`src/rtl/scic_io_pkg.sv`:
```
// Shared constants and types for the SCIC board I/O blocks.
//   DEF_WIDTH           - default number of switch bits
//   DEF_DEBOUNCE_CYCLES - default qualification length in clock cycles
//   cnt_w()             - width of a counter that must reach n-1 without wrapping
//   ev_op_e             - per-edge action on the change-event register
package scic_io_pkg;

  localparam int unsigned DEF_WIDTH           = 4;
  localparam int unsigned DEF_DEBOUNCE_CYCLES = 16;

  // ceil(log2(n)), floored at 1 bit so the smallest legal length still has a counter.
  function automatic int unsigned cnt_w(input int unsigned n);
    return (n <= 2) ? 1 : $clog2(n);
  endfunction

  typedef enum logic [1:0] {
    EV_IDLE = 2'd0,  // nothing to do
    EV_ACK  = 2'd1,  // consumer drained the pending event
    EV_NEW  = 2'd2,  // update with no event left un-consumed
    EV_OVR  = 2'd3   // update on top of an un-acked event
  } ev_op_e;

endpackage

```
`src/rtl/debounce_bit.sv`:
```
// Single-bit debouncer: two-flop synchronizer, saturating qualification
// counter and the debounced output flop.
//   clock, reset - rising-edge clock, async active-low reset
//   raw          - asynchronous switch level
//   db           - debounced level
//   upd          - high in the cycle whose rising edge will change db
//   nxt          - value db will take on the next edge
module debounce_bit
  import scic_io_pkg::*;
#(
  parameter int unsigned DEBOUNCE_CYCLES = DEF_DEBOUNCE_CYCLES
) (
  input  logic clock,
  input  logic reset,
  input  logic raw,
  output logic db,
  output logic upd,
  output logic nxt
);

  localparam int unsigned     CW      = cnt_w(DEBOUNCE_CYCLES);
  localparam logic [CW-1:0]   CNT_MAX = CW'(DEBOUNCE_CYCLES - 1);

  logic [1:0]    sync;
  logic [CW-1:0] cnt;
  logic          diff;

  assign diff = sync[1] ^ db;
  // Accept on the edge where the mismatch has already been seen
  // DEBOUNCE_CYCLES-1 times; counter never exceeds CNT_MAX.
  assign upd  = diff && (cnt == CNT_MAX);
  assign nxt  = upd ? sync[1] : db;

  always_ff @(posedge clock or negedge reset) begin
    if (!reset) begin
      sync <= '0;
      cnt  <= '0;
      db   <= 1'b0;
    end else begin
      sync <= {sync[0], raw};
      if (!diff) begin
        cnt <= '0;
      end else if (cnt == CNT_MAX) begin
        cnt <= '0;
        db  <= sync[1];
      end else begin
        cnt <= cnt + CW'(1);
      end
    end
  end

endmodule

```
`src/rtl/switch_debouncer.sv`:
```
// Debounces WIDTH board switches and raises a change event per update.
//   clock, reset  - rising-edge clock, async active-low reset
//   switches_raw  - asynchronous switch levels
//   switches      - debounced, synchronous switch value
//   changed       - one-cycle pulse after any debounced update
//   event_valid   - change event pending, cleared by event_ack
//   event_data    - debounced value at the most recent change
//   event_ack     - consumer acknowledge
//   overrun       - sticky: an update landed on an un-acked event
module switch_debouncer
  import scic_io_pkg::*;
#(
  parameter int unsigned WIDTH           = DEF_WIDTH,
  parameter int unsigned DEBOUNCE_CYCLES = DEF_DEBOUNCE_CYCLES
) (
  input  logic             clock,
  input  logic             reset,
  input  logic [WIDTH-1:0] switches_raw,
  output logic [WIDTH-1:0] switches,
  output logic             changed,
  output logic             event_valid,
  output logic [WIDTH-1:0] event_data,
  input  logic             event_ack,
  output logic             overrun
);

  logic [WIDTH-1:0] upd;
  logic [WIDTH-1:0] nxt;
  logic             any_upd;
  ev_op_e           ev_op;

  for (genvar g = 0; g < WIDTH; g++) begin : g_bit
    debounce_bit #(
      .DEBOUNCE_CYCLES(DEBOUNCE_CYCLES)
    ) u_bit (
      .clock (clock),
      .reset (reset),
      .raw   (switches_raw[g]),
      .db    (switches[g]),
      .upd   (upd[g]),
      .nxt   (nxt[g])
    );
  end

  assign any_upd = |upd;

  // An update always wins over an ack; an ack coinciding with an update
  // counts as consuming the old event, so it is not an overrun.
  always_comb begin
    ev_op = EV_IDLE;
    if (any_upd)
      ev_op = (event_valid && !event_ack) ? EV_OVR : EV_NEW;
    else if (event_valid && event_ack)
      ev_op = EV_ACK;
  end

  always_ff @(posedge clock or negedge reset) begin
    if (!reset) begin
      changed     <= 1'b0;
      event_valid <= 1'b0;
      event_data  <= '0;
      overrun     <= 1'b0;
    end else begin
      changed <= any_upd;
      case (ev_op)
        EV_NEW: begin
          event_valid <= 1'b1;
          event_data  <= nxt;
        end
        EV_OVR: begin
          event_valid <= 1'b1;
          event_data  <= nxt;
          overrun     <= 1'b1;
        end
        EV_ACK:  event_valid <= 1'b0;
        default: ;
      endcase
    end
  end

endmodule

```
`config.mk`:
```
export PLATFORM = sky130hd
export DESIGN_NAME = switch_debouncer
export DESIGN_NICKNAME = d
export VERILOG_FILES = /design/src/rtl/scic_io_pkg.sv /design/src/rtl/debounce_bit.sv /design/src/rtl/switch_debouncer.sv
export SDC_FILE = /design/constraint.sdc
export NUM_CORES = 1
export LEC_CHECK = 0
export BUFFER_PORTS_ARGS = -buffer_cell sky130_fd_sc_hd__buf_2
export CORE_MARGIN = 1
export CORE_UTILIZATION = 45
export CTS_CLUSTER_DIAMETER = 120
export DETAILED_ROUTE_END_ITERATION = 8
export GPL_TIMING_DRIVEN = 0
export SYNTH_ARGS = -nofsm -noshare
export SYNTH_HDL_FRONTEND = slang
export SYNTH_SLANG_ARGS = --single-unit
```
`constraint.sdc`:
```
create_clock -name clock -period 2.1 [get_ports clock]
set_input_delay 0.42 -clock clock [delete_from_list [all_inputs] [get_ports clock]]
set_output_delay 0.42 -clock clock [all_outputs]
set_load 0.01 [all_outputs]
```
Word level (Yosys, flattened, before mapping):

Index checks and enable logic that the tools add are counted.

* add/sub/neg operators: 4
* equality and inequality tests: 7
* mux-type cells: 16
* bitwise logic cells: 4
* reductions and logical operators: 14

Operators with widths (count)
* two-way mux 4 bit: 8
* adder 4 x 1 -> 4 bit, second input constant: 4
* equality test 4 bit, second input constant: 4
* AND reduction 2 bit: 4
* logical AND 1 bit: 6
* two-way mux 1 bit: 6
* equality test 2 bit, second input constant: 2
* OR reduction 4 bit: 1
* bitwise XOR 1 bit: 4
* equality test 2 x 1 -> 1 bit, second input constant: 1
* two-way mux 2 bit: 1
* one-hot mux 1 bit (2 select lines): 1
* nonzero test 2 bit: 1
* OR reduction 2 bit: 1
* logical NOT 1 bit: 1

* bits in registers: 35
* input port bits: 7
* output and inout bits: 11
* logic and storage cells: 61

Logic depth before layout (Yosys ltp):

* depth after elaboration: 7
* mapped depth: 5
* depth with buffers taken out: 5

Hierarchy:

A second synthesis with hierarchy kept.

* cell total of the unflattened synthesis: 104
* area, all modules: 1428.9 um^2

By module, submodules not included
* debounce_bit: instances 4, cells an instance 22, area an instance 291.5 um^2
* switch_debouncer: instances 1, cells an instance 16, area an instance 262.8 um^2

Worst setup path after synthesis:

OpenSTA, ideal clock, no wires.

* kind: reg-to-reg
* start: reg g_bit[2].u_bit.cnt[0]
* end: reg event_data[0]
* library setup time: 0.125 ns
* arrival: 1.380 ns
* required time: 1.975 ns
* slack: 0.595 ns
* stages on the path, launching flop included: 6
* clock period less this slack: 1.505 ns
* cells stage by stage: dfrtp_1 > ha_1 > nand3_1 > o22ai_2 > nor2_4 > mux2_4

* cells in the longest elaborated chain, start to end: 6
* elaborated cells between the ends (all ways): 7

RTL lines
* start, declared: RTL line debounce_bit.sv:25 `logic [CW-1:0] cnt;`
* start signal, assigned: RTL line debounce_bit.sv:47 `cnt <= cnt + CW'(1);`
* equality test 4 bit (*): RTL line debounce_bit.sv:31 `assign upd = diff && (cnt == CNT_MAX);`
* logical AND 1 bit (*): RTL line debounce_bit.sv:31
* OR reduction 4 bit (*): RTL line switch_debouncer.sv:45 `assign any_upd = |upd;`
* two-way mux 2 bit (*): RTL line switch_debouncer.sv:51 `if (any_upd)`
* equality test 2 bit: RTL line switch_debouncer.sv:65 `case (ev_op)`
* OR reduction 2 bit (no line) (*)
* end signal, assigned: RTL line switch_debouncer.sv:68 `event_data <= nxt;`
* end signal, assigned: RTL line switch_debouncer.sv:72 `event_data <= nxt;`
* end, declared: RTL line switch_debouncer.sv:22 `output logic [WIDTH-1:0] event_data,`

Every way passes the cells marked *; elsewhere a longest branch is shown, timed or not.
A chain may end at the register's enable or synchronous reset.

Worst setup path in the final report:

* start: reg g_bit[2].u_bit.cnt[0]
* end: reg event_data[1]

Same word-level chain as after synthesis.

==> results.yml <==
status:
  result_of_the_run: "completed"
synthesis:
  fraction_of_synthesized_cell_area_in_xor_and_xnor_cells: 0.0703
  yosys.area.top_type_share: 0.615
  yosys_register_bits: 35
  synth_nets: 113
  post_synth_and_or_nand_nor_area_fraction: 0.100
  netlist_area_mm2: 0.00142
  avgSynthCellArea_um2: 14.0
  synth-seq-area-share: 0.615
  yosys-top-cells-area: "dfrtp_1 62%, xnor2_2 4.6%, mux2_4 4.2%"
  adder_cell_share_of_the_synthesized_area: 0.0351
  synth_mux_area_frac: 0.0738
  ys_types: 23
  yosys.area.top_type: "dfrtp_1"
  complex_gate_fraction_of_the_synthesized_area: 0.0712
  syn_inst: 102
  synth_top_family_by_area: "simple AND/OR/NAND/NOR gates"
  synth.yosys.warnings: 0
setup_path:
  crit_chain: "ha_1 -> nand3_1 -> o22ai_2 -> nor2_4 -> mux2_4"
  crit_path_top_delay_cell: "dfrtp_1"
  worst-r2r-setup-slack_ns: 0.42
  worstSetupEndpointType: "flop"
  cp_slowest_stage_delay_ns: 0.43
  crit_path_start_kind: "flop"
  critPathMaxFanout: 7
  worstSetupPathType: "flop to flop"
  crit_arrival_ns: 1.90
  reg2regPathDepth: 5
  worstPathRequired_ns: 2.32
detailed_routing:
  drt-vias-per-instance: 4.81
  drtIter0Drc: 10
  drc: 0
  postRouteWirelength_um: 2130
  dr.pass1.iters: 2
  dr_total_vias: 822
  drt-wirelength-per-cell_um: 12.5
  drtAntennaViolNets: 0
placed_design:
  port-buffer-count: 17
  dp_hpwl_um: 1480
  place.gp.congestion: 0.625
worst_hold_path:
  holdCritPathClass: "input port to asynchronous set/reset pin"
sta:
  achievable-frequency_ghz: 0.596
  finalMaxSlewViolations: 0
  final.period_utilization: 0.799
  worstMarginPinSlew_ns: 0.747
  slew_headroom: 0.502
  setup_viol_count_final: 0
  totalNegativeSetupSlack_ns: 0
  clock-skew-final_ns: 0.00544
  final.min_clock_period_ns: 1.68
  hold_viol_final: 0
  rsz_0062_raised_after_global_routing: "false"
grt:
  global_route.usage.total: 0.148
  grt_max_degree: 36
  grt_first_pass_wirelength_um: 3630
  global_route.overflow_total: 0
  most_congested_layer_reported_by_global_routing: "met2"
  grt_met1_usage: 0.185
  met2_usage: 0.222
  via_count_of_the_first_global_routing_pass: 824
  antenna_violations_before_repair: 0
  met3_usage: 0.0558
run:
  timing.max_cap.violations: 0
clock_tree:
  numCtsBuffers: 5
  clock_tree.root_cell: "clkbuf_4"
  cts.path.max_buffers: 2
  clock_latency_ns: 0.33
  clkSinkCount: 35
  cts_hold_buf: 0
  clkSlewWorstSetupHoldPaths_ns: 0.10
  htreeDepth: 2
  postCtsResizedCells: 0
  cts_tree: "yes"
  postcts_setup_bufs: 0
layout:
  areaGrowthSynthToFinish_pct: 15.9
  num-nets-final: 137
  post_route_cells_drive_above_1_share: 0.354
  antenna_cells: 0
floorplan:
  io-pin-count: 18
  die-height_um: 58.3
  core.rowCount: 20
  die_area_mm2: 0.00339
  design.core.area_mm2: 0.00303
  die_width_um: 58.3
  start_util: 0.470
pwr:
  ir_worst_vdd_v: 0.000500
  p_leak_nw: 0.821
  finalPower_mw: 1.29
  power_density_mw_per_mm2: 781
[layout make-up]
| class | instances | area [um2] |
|---|---|---|
| clock inverter | 2 | 35.0 |
| timing repair buffer | 17 | 85.1 |
| buffer | 4 | 30.0 |
| fill | 260 | 1380 |
| inverter | 5 | 18.8 |
| clock buffer | 6 | 51.3 |
| tap | 44 | 55.1 |
| multi-input combinational | 58 | 499 |
| sequential | 35 | 876 |
[layout by cell type (no fill, tap or decap)]
cell type	count
dfrtp_1	35
buf_2	17
a21oi_1	8
inv_1	5
clkbuf_4	5
xnor2_2	4
xnor2_1	4
nor2_1	4
nand3_1	4
o21ai_0	4
nand4b_1	4
mux2_2	4
mux2_4	4
ha_1	4
buf_4	4
nor3b_1	3
nor2b_1	2
o22ai_2	2
a311oi_1	1
and2b_1	1
nor2_4	1
and2b_2	1
nand2b_1	1
nand2_1	1
o21bai_1	1
clkinv_2	1
clkbuf_8	1
bufinv_16	1
[power by group]
group | total (mW) | switching (mW) | internal [mW]
Clock | 0.499 | 0.218 | 0.281
Sequential | 0.723 | 0.0234 | 0.700
Combinational | 0.0653 | 0.0345 | 0.0309
Total | 1.29 | 0.276 | 1.01
[metal layers]
layer	part of all wire	vias to the layer above
li1	-	392
met1	0.48	403
met2	0.46	21
met3	0.047	6
met4	0.018	0
met5	0	-
[registers in the layout, indices dropped and copies added, names as in the netlist]
signal / flops
changed: 1
event_data: 4
g_bit.u_bit.cnt: 16
event_valid: 1
g_bit.u_bit.sync: 8
overrun: 1
g_bit.u_bit.db: 4
[final timing paths]
kind | startpoint | to
setup / recovery | g_bit[2].u_bit.cnt[0] | event_data[1]
hold / removal | reset | g_bit[2].u_bit.cnt[0]
setup reg to reg | g_bit[2].u_bit.cnt[0] | event_data[1]
hold reg to reg | g_bit[1].u_bit.sync[0] | g_bit[1].u_bit.sync[1]
max in group asynchronous | reset | g_bit[0].u_bit.cnt[3]
min in group clock | switches_raw[2] | g_bit[2].u_bit.sync[0]
[critical path: cells and delay by family (launching register included)]
kind	cells	cell delay, ns
AO/OA/AOI/OAI	1	0.13
AND/OR/NAND/NOR	2	0.41
multiplexers	1	0.33
flip-flops	1	0.43
adder cells (fa/ha/maj)	1	0.26
[stage by stage]
| step | hold WS, ns | cell area (um2) | util | cells | setup slack (ns) |
|---|---|---|---|---|---|
| floorplan | 0.124 | 1420 | - | 102 | 0.595 |
| global placement | 0.334 | 1560 | 0.517 | 163 | 0.449 |
| detailed placement | 0.341 | 1560 | 0.517 | 163 | 0.435 |
| CTS | 0.171 | 1650 | 0.545 | 171 | 0.415 |
| global route | 0.158 | 1650 | 0.545 | 171 | 0.341 |
| finish | 0.144 | 1650 | 0.545 | 171 | 0.423 |
[synthesized netlist by cell type]
cell type,count
a21oi_1,8
a311oi_1,1
and2b_1,1
and2b_2,1
buf_4,4
dfrtp_1,35
ha_1,4
inv_1,5
mux2_2,4
mux2_4,4
nand2_1,1
nand2b_1,1
nand3_1,4
nand4b_1,4
nor2_1,4
nor2_4,1
nor2b_1,2
nor3b_1,3
o21ai_0,4
o21bai_1,1
o22ai_2,2
xnor2_1,4
xnor2_2,4
[cell families after synthesis]
family          after synthesis
flops                        35
simple gates                 22
compound gates               16
buf+inv                       9
xor+xnor                      8
mux                           8
fa+ha+maj                     4
No activity file was read; power rests on OpenSTA's default activity.
